File: config.mk
export PLATFORM = sky130hd
export DESIGN_NAME = imem_loader_ctrl_flat
export DESIGN_NICKNAME = d
export VERILOG_FILES = /design/src/rtl/imem_loader_ctrl_if.sv /design/src/rtl/imem_loader_ctrl.sv /design/src/flat_wrapper.sv
export SDC_FILE = /design/constraint.sdc
export NUM_CORES = 1
export LEC_CHECK = 0
export ABC_AREA = 1
export CORE_UTILIZATION = 50
export CTS_CLUSTER_DIAMETER = 200
export DETAILED_ROUTE_END_ITERATION = 10
export PLACE_DENSITY = 0.85
export SLEW_MARGIN = 15
export SYNTH_ARGS = -nofsm -noshare
export SYNTH_HDL_FRONTEND = slang
export SYNTH_SLANG_ARGS = --single-unit
File: constraint.sdc
create_clock -name clk -period 4.1 [get_ports clk]
set_clock_uncertainty 0.1 [all_clocks]
set_input_delay 0.615 -clock clk [delete_from_list [all_inputs] [get_ports clk]]
set_output_delay 0.615 -clock clk [all_outputs]
set_load 0.02 [all_outputs]
File: src/rtl/imem_loader_ctrl_if.sv
// rtl/imem_loader_ctrl_if.sv - fetch, byte-load and memory-port bundle for imem_loader_ctrl
interface imem_loader_ctrl_if #(
  parameter int ADDR_W = 10
);
  logic              fetch_req;
  logic [31:0]       fetch_addr;
  logic              fetch_valid;
  logic [31:0]       fetch_instr;
  logic              stall;
  logic              load_start;
  logic              load_valid;
  logic [7:0]        load_byte;
  logic              load_last;
  logic              load_ready;
  logic [ADDR_W-1:0] mem_raddr;
  logic [31:0]       mem_rdata;
  logic              mem_we;
  logic [ADDR_W-1:0] mem_waddr;
  logic [31:0]       mem_wdata;
  logic              load_done;
  logic [ADDR_W:0]   load_count;
  logic              overflow;

  // Controller side
  modport master (
    input  fetch_req, fetch_addr, load_start, load_valid, load_byte, load_last, mem_rdata,
    output fetch_valid, fetch_instr, stall, load_ready, mem_raddr, mem_we, mem_waddr,
           mem_wdata, load_done, load_count, overflow
  );

  // Core / byte source / memory side
  modport slave (
    output fetch_req, fetch_addr, load_start, load_valid, load_byte, load_last, mem_rdata,
    input  fetch_valid, fetch_instr, stall, load_ready, mem_raddr, mem_we, mem_waddr,
           mem_wdata, load_done, load_count, overflow
  );
endinterface

File: src/rtl/imem_loader_ctrl.sv
// rtl/imem_loader_ctrl.sv - instruction memory loader/fetch arbiter; IMEM_CLEAR_EN adds a zero-fill pass before loading
module imem_loader_ctrl #(
  parameter int DEPTH  = 1024,
  parameter int ADDR_W = 10
) (
  input logic             clk,
  input logic             rst_n,
  imem_loader_ctrl_if.master bus
);

  localparam logic [1:0] ST_RUN   = 2'd0;
`ifdef IMEM_CLEAR_EN
  localparam logic [1:0] ST_CLEAR = 2'd1;
`endif
  localparam logic [1:0] ST_LOAD  = 2'd2;
  localparam logic [1:0] ST_DONE  = 2'd3;

  localparam logic [31:0]     NOP     = 32'h0000_0013;
  localparam logic [ADDR_W:0] FULL    = DEPTH[ADDR_W:0];
  localparam logic [ADDR_W:0] CNT_ONE = 1;

  logic [1:0]      state;
  logic [1:0]      lane;
  logic [31:0]     word_buf;
  logic [31:0]     pack_word;
  logic            last_pend;
  logic            in_run;
  logic            fetch_go;
  logic            accept;
  logic            word_full;
`ifdef IMEM_CLEAR_EN
  logic [ADDR_W:0] clr_idx;
`endif

  assign in_run         = (state == ST_RUN);
  // load_start takes priority over a fetch presented in the same cycle
  assign fetch_go       = in_run && bus.fetch_req && !bus.load_start;
  // once the final byte is taken, stop accepting while its word is written
  assign bus.load_ready = (state == ST_LOAD) && !last_pend;
  assign accept         = bus.load_valid && bus.load_ready;
  assign word_full      = accept && ((lane == 2'd3) || bus.load_last);
  assign bus.stall      = bus.fetch_req && (!in_run || bus.load_start);
  assign bus.mem_raddr  = in_run ? bus.fetch_addr[ADDR_W-1:0] : '0;
  assign bus.load_done  = (state == ST_DONE);

  // Merge the incoming byte into its big-endian lane; a new word starts from zero
  always_comb begin
    pack_word = (lane == 2'd0) ? 32'h0 : word_buf;
    case (lane)
      2'd0:    pack_word[31:24] = bus.load_byte;
      2'd1:    pack_word[23:16] = bus.load_byte;
      2'd2:    pack_word[15:8]  = bus.load_byte;
      default: pack_word[7:0]   = bus.load_byte;
    endcase
  end

  // Fetch response register: one-cycle latency, out-of-range indices return NOP
  always_ff @(posedge clk or negedge rst_n) begin
    if (!rst_n) begin
      bus.fetch_valid <= 1'b0;
      bus.fetch_instr <= 32'h0;
    end else begin
      bus.fetch_valid <= fetch_go;
      if (fetch_go)
        bus.fetch_instr <= (|bus.fetch_addr[31:ADDR_W]) ? NOP : bus.mem_rdata;
    end
  end

  // Load sequencer: byte packing, word writes, capacity tracking and state flow
  always_ff @(posedge clk or negedge rst_n) begin
    if (!rst_n) begin
      state          <= ST_RUN;
      lane           <= 2'd0;
      word_buf       <= 32'h0;
      last_pend      <= 1'b0;
      bus.mem_we     <= 1'b0;
      bus.mem_waddr  <= '0;
      bus.mem_wdata  <= 32'h0;
      bus.load_count <= '0;
      bus.overflow   <= 1'b0;
`ifdef IMEM_CLEAR_EN
      clr_idx        <= '0;
`endif
    end else begin
      bus.mem_we <= 1'b0;
      case (state)
        ST_RUN: begin
          if (bus.load_start) begin
            lane           <= 2'd0;
            word_buf       <= 32'h0;
            last_pend      <= 1'b0;
            bus.load_count <= '0;
            bus.overflow   <= 1'b0;
`ifdef IMEM_CLEAR_EN
            clr_idx        <= '0;
            state          <= ST_CLEAR;
`else
            state          <= ST_LOAD;
`endif
          end
        end
`ifdef IMEM_CLEAR_EN
        ST_CLEAR: begin
          if (clr_idx == FULL) begin
            state <= ST_LOAD;
          end else begin
            bus.mem_we    <= 1'b1;
            bus.mem_waddr <= clr_idx[ADDR_W-1:0];
            bus.mem_wdata <= 32'h0;
            clr_idx       <= clr_idx + CNT_ONE;
          end
        end
`endif
        ST_LOAD: begin
          if (last_pend) begin
            state <= ST_DONE;
          end else if (accept) begin
            word_buf <= pack_word;
            lane     <= word_full ? 2'd0 : lane + 2'd1;
            if (bus.load_last)
              last_pend <= 1'b1;
            // a full image drops further bytes but still honours load_last
            if (bus.load_count == FULL) begin
              bus.overflow <= 1'b1;
            end else if (word_full) begin
              bus.mem_we     <= 1'b1;
              bus.mem_waddr  <= bus.load_count[ADDR_W-1:0];
              bus.mem_wdata  <= pack_word;
              bus.load_count <= bus.load_count + CNT_ONE;
            end
          end
        end
        ST_DONE: state <= ST_RUN;
        default: state <= ST_RUN;
      endcase
    end
  end

endmodule

File: src/flat_wrapper.sv
// flat-port wrapper written by rule: the top's interface ports become plain ports
module imem_loader_ctrl_flat 
#(
  parameter int DEPTH  = 1024,
  parameter int ADDR_W = 10
)
  (clk, rst_n, bus_fetch_req, bus_fetch_addr, bus_load_start, bus_load_valid, bus_load_byte, bus_load_last, bus_mem_rdata, bus_fetch_valid, bus_fetch_instr, bus_stall, bus_load_ready, bus_mem_raddr, bus_mem_we, bus_mem_waddr, bus_mem_wdata, bus_load_done, bus_load_count, bus_overflow);
  imem_loader_ctrl_if #(.ADDR_W(ADDR_W)) bus_i ();
  input logic clk;
  input logic rst_n;
  input wire logic [$bits(bus_i.fetch_req)-1:0] bus_fetch_req;
  input wire logic [$bits(bus_i.fetch_addr)-1:0] bus_fetch_addr;
  input wire logic [$bits(bus_i.load_start)-1:0] bus_load_start;
  input wire logic [$bits(bus_i.load_valid)-1:0] bus_load_valid;
  input wire logic [$bits(bus_i.load_byte)-1:0] bus_load_byte;
  input wire logic [$bits(bus_i.load_last)-1:0] bus_load_last;
  input wire logic [$bits(bus_i.mem_rdata)-1:0] bus_mem_rdata;
  output wire logic [$bits(bus_i.fetch_valid)-1:0] bus_fetch_valid;
  output wire logic [$bits(bus_i.fetch_instr)-1:0] bus_fetch_instr;
  output wire logic [$bits(bus_i.stall)-1:0] bus_stall;
  output wire logic [$bits(bus_i.load_ready)-1:0] bus_load_ready;
  output wire logic [$bits(bus_i.mem_raddr)-1:0] bus_mem_raddr;
  output wire logic [$bits(bus_i.mem_we)-1:0] bus_mem_we;
  output wire logic [$bits(bus_i.mem_waddr)-1:0] bus_mem_waddr;
  output wire logic [$bits(bus_i.mem_wdata)-1:0] bus_mem_wdata;
  output wire logic [$bits(bus_i.load_done)-1:0] bus_load_done;
  output wire logic [$bits(bus_i.load_count)-1:0] bus_load_count;
  output wire logic [$bits(bus_i.overflow)-1:0] bus_overflow;
  assign bus_i.fetch_req = bus_fetch_req;
  assign bus_i.fetch_addr = bus_fetch_addr;
  assign bus_i.load_start = bus_load_start;
  assign bus_i.load_valid = bus_load_valid;
  assign bus_i.load_byte = bus_load_byte;
  assign bus_i.load_last = bus_load_last;
  assign bus_i.mem_rdata = bus_mem_rdata;
  assign bus_fetch_valid = bus_i.fetch_valid;
  assign bus_fetch_instr = bus_i.fetch_instr;
  assign bus_stall = bus_i.stall;
  assign bus_load_ready = bus_i.load_ready;
  assign bus_mem_raddr = bus_i.mem_raddr;
  assign bus_mem_we = bus_i.mem_we;
  assign bus_mem_waddr = bus_i.mem_waddr;
  assign bus_mem_wdata = bus_i.mem_wdata;
  assign bus_load_done = bus_i.load_done;
  assign bus_load_count = bus_i.load_count;
  assign bus_overflow = bus_i.overflow;
  imem_loader_ctrl #(.DEPTH(DEPTH), .ADDR_W(ADDR_W)) u_core (.clk(clk), .rst_n(rst_n), .bus(bus_i));
endmodule
==> results.txt <==
Gr usage total -> 28.5%
Final Routed Wirelength -> 15,600 um
Routed length per placed instance -> 15.2 um
Internal power -> 3100 uW
Detailed Route Iter0 Violations -> 392
CP Class -> reg2out
Io pins -> 179
Gate power share -> 34.9%
CTS Hold Bufs -> 0
Placer Congestion -> 0.821
Clock Sinks -> 125
Most used cell, CP -> nor2_1
# setup viols final -> 0
PostCTS Resize Cnt -> 0
DP Wirelength -> 11,000 um
Synth cell types -> 27
TritonRoute pass-1 iters -> 7
Switching part of the total -> 36.2%
Critical R2R Launch -> u_core.bus.load_count[0]$_DFFE_PN0P_
Register share of total power -> 33.8%
Fraction of layout instances using a drive strength above 1 -> 6.45%
Crit path launch type -> flip-flop
CTS buffer count -> 17
Top-area cell type share of the netlist area -> 55.1%
Slowest stage delay, CP -> 610 ps
Clk slew on worst S/H paths -> 60 ps
Power share of the clock group -> 31.2%
Seq cells post-synth -> 125
Critical path's slowest cell -> clkdlybuf4s50_1
Hold Fails Final Rpt -> 0
Antenna Violating Nets Remaining -> 0
Total Power -> 4860 uW
Worst hold path type -> in2async
Register area share after synthesis -> 55.1%
Yosys warns -> 0
Sw power -> 1760 uW
DR vias -> 5,355
Fmax -> 368 MHz
Commonest cells after routing, fill and taps aside -> nand2_1 (240), clkdlybuf4s50_1 (177), dfrtp_1 (125)
Area Overhead vs Synth -> 43.3%
Largest net degree at the start of global routing -> 66
Nets@finish -> 956
Synth area leader -> dfrtp_1
Worst-Margin Slew -> 1060 ps
Final period utilization -> 66.2%
Antenna violations before repair -> 0
Maximum clock insertion buffer count -> 2
Gate Count Post-Synth -> 697
IO buf count -> 178
Multi-input gate area -> 2120 um2
Clock Latency Late Sink -> 410 ps
RSZ-0062 raised after global routing -> false
First-pass GRT wire length -> 25,500 um
Die area -> 11,800 um2
CP startpoint -> u_core.state[1]$_DFFE_PN0P_
Sequential cell area -> 3130 um2
Shortest period the worst path allows -> 2720 ps
Max-slew violation count -> 0
Diode count -> 0
Crit path required time -> 3380 ps
Leak Pwr -> 0.00373 uW
DRC viols -> 0
Vias in the first global route -> 5,469
Maximum vdd drop -> 0.000339 V
Die Span Y -> 109 um
Crit path capture type -> primary output
CTS H-tree depth -> 4
Top cells by area, synth -> dfrtp_1 (55%), nand2_1 (16%), o21ai_0 (7.6%), inv_1 (4.6%), nor2_1 (3.4%)
Root Driver -> clkbuf_16
CP cell instances -> inv_2, nand2_1, nor2_1, nor2_1, clkdlybuf4s50_1
Setup TNS -> 0 ps
Fillcell total -> 808
Postcts setup bufs -> 0
Rows -> 38
Core Footprint -> 10,900 um2
WP data arrival -> 2000 ps
Die X -> 109 um
Netlist Area Pre-Place -> 5670 um2
Post-synthesis net count -> 782
Maxcap violations -> 0
CTS tree -> yes
Commonest non-fill, non-tap cell in the layout -> nand2_1
Vias/cell -> 5.23
Starting Density -> 51.9%
Largest fanout on the critical path -> 11
Run status -> finished clean
Pwr Density -> 597 nW/um2
Mean Syn Cell Area -> 8.14 um2
Total gr overflow -> 0
Headroom to the max-slew limit -> 28.9%
worst max-delay path: cells and delay by family, from the launching register on:
kind          cells  cell delay [ps]
buf+inv           2              670
simple gates      3              480
flops             1              430
per-layer routing:
| metal | up-vias | track usage, % | routed length (um) |
|---|---|---|---|
| met4 | 0 | 12.5 | 446 |
| li1 | 2551 | - | - |
| met5 | - | 0 | 0 |
| met1 | 2526 | 32.5 | 6080 |
| met2 | 243 | 48.3 | 7750 |
| met3 | 35 | 9.76 | 1300 |
kinds of logic after synthesis:
logic type	count (synthesis)	synth area share, %
AND/OR/NAND/NOR	333	23.6
AO/OA/AOI/OAI	128	12.1
flip-flops	125	55.1
buffers and inverters	104	7.59
adder cells (fa/ha/maj)	7	1.54
power by group through the flow:
stage / Sequential (uW) / Clock [uW] / Combinational (uW)
global placement: 1640 / 0 / 1640
CTS: 1640 / 1530 / 1700
global route: 1670 / 1600 / 1850
floorplan: 1830 / 0 / 803
finish: 1640 / 1520 / 1700
detailed placement: 1660 / 0 / 1690
per-stage QoR:
stage | hold WS (ps) | instance area (um2) | worst slack [ps] | utilization, % | instances
floorplan | 219 | 5670 | 2360 | - | 697
global placement | 363 | 7530 | 1410 | 68.9 | 992
detailed placement | 365 | 7530 | 1190 | 68.9 | 992
CTS | 226 | 8130 | 1360 | 74.3 | 1024
global route | 265 | 8130 | 1210 | 74.3 | 1024
finish | 193 | 8130 | 1380 | 74.3 | 1024
flip-flops by register name (all words and copies together) (netlist names):
| register | flops |
|---|---|
| u_core.bus.fetch_valid | 1 |
| u_core.bus.mem_we | 1 |
| u_core.bus.load_count | 11 |
| u_core.state | 2 |
| u_core.bus.mem_wdata | 32 |
| u_core.bus.overflow | 1 |
| u_core.last_pend | 1 |
| u_core.bus.fetch_instr | 32 |
| u_core.lane | 2 |
| u_core.word_buf | 32 |
| u_core.bus.mem_waddr | 10 |
cell type report:
class                      count  share of cell area, %
clock inverter                14                   2.06
multi-input combinational    468                   26.1
sequential                   125                   38.5
inverter                      75                   3.46
clock buffer                  18                   5.28
tap                          140                   2.15
timing repair buffer         184                   22.4
worst paths after layout:
path | cells after the start | slack (ps) | end
setup / recovery | 5 | 1380 | bus_stall
hold / removal | 1 | 190 | u_core.word_buf[14]$_DFFE_PN0P_
setup reg to reg | 8 | 1580 | u_core.bus.mem_wdata[29]$_DFFE_PN0P_
hold reg to reg | 2 | 370 | u_core.bus.mem_wdata[8]$_DFFE_PN0P_
max in group asynchronous | 2 | 2710 | u_core.last_pend$_DFFE_PN0P_
min in group clk | 2 | 370 | u_core.bus.mem_wdata[8]$_DFFE_PN0P_
Yosys cell counts:
cell type  number
nand2_1       240
dfrtp_1       125
o21ai_0        86
inv_1          69
nor2_1         51
o22ai_1        24
nand3_1        23
o21ai_1        13
clkbuf_1       11
buf_2          10
buf_4           7
ha_1            7
or2_2           7
inv_2           4
nor2_2          3
a21oi_1         2
clkinv_1        2
nand3b_1        2
nand4_1         2
nor3b_1         2
a21oi_4         1
a22oi_1         1
clkbuf_2        1
nand2_2         1
nand3_2         1
nor2_4          1
o21ai_2         1
No activity file was read; power rests on OpenSTA's default activity.
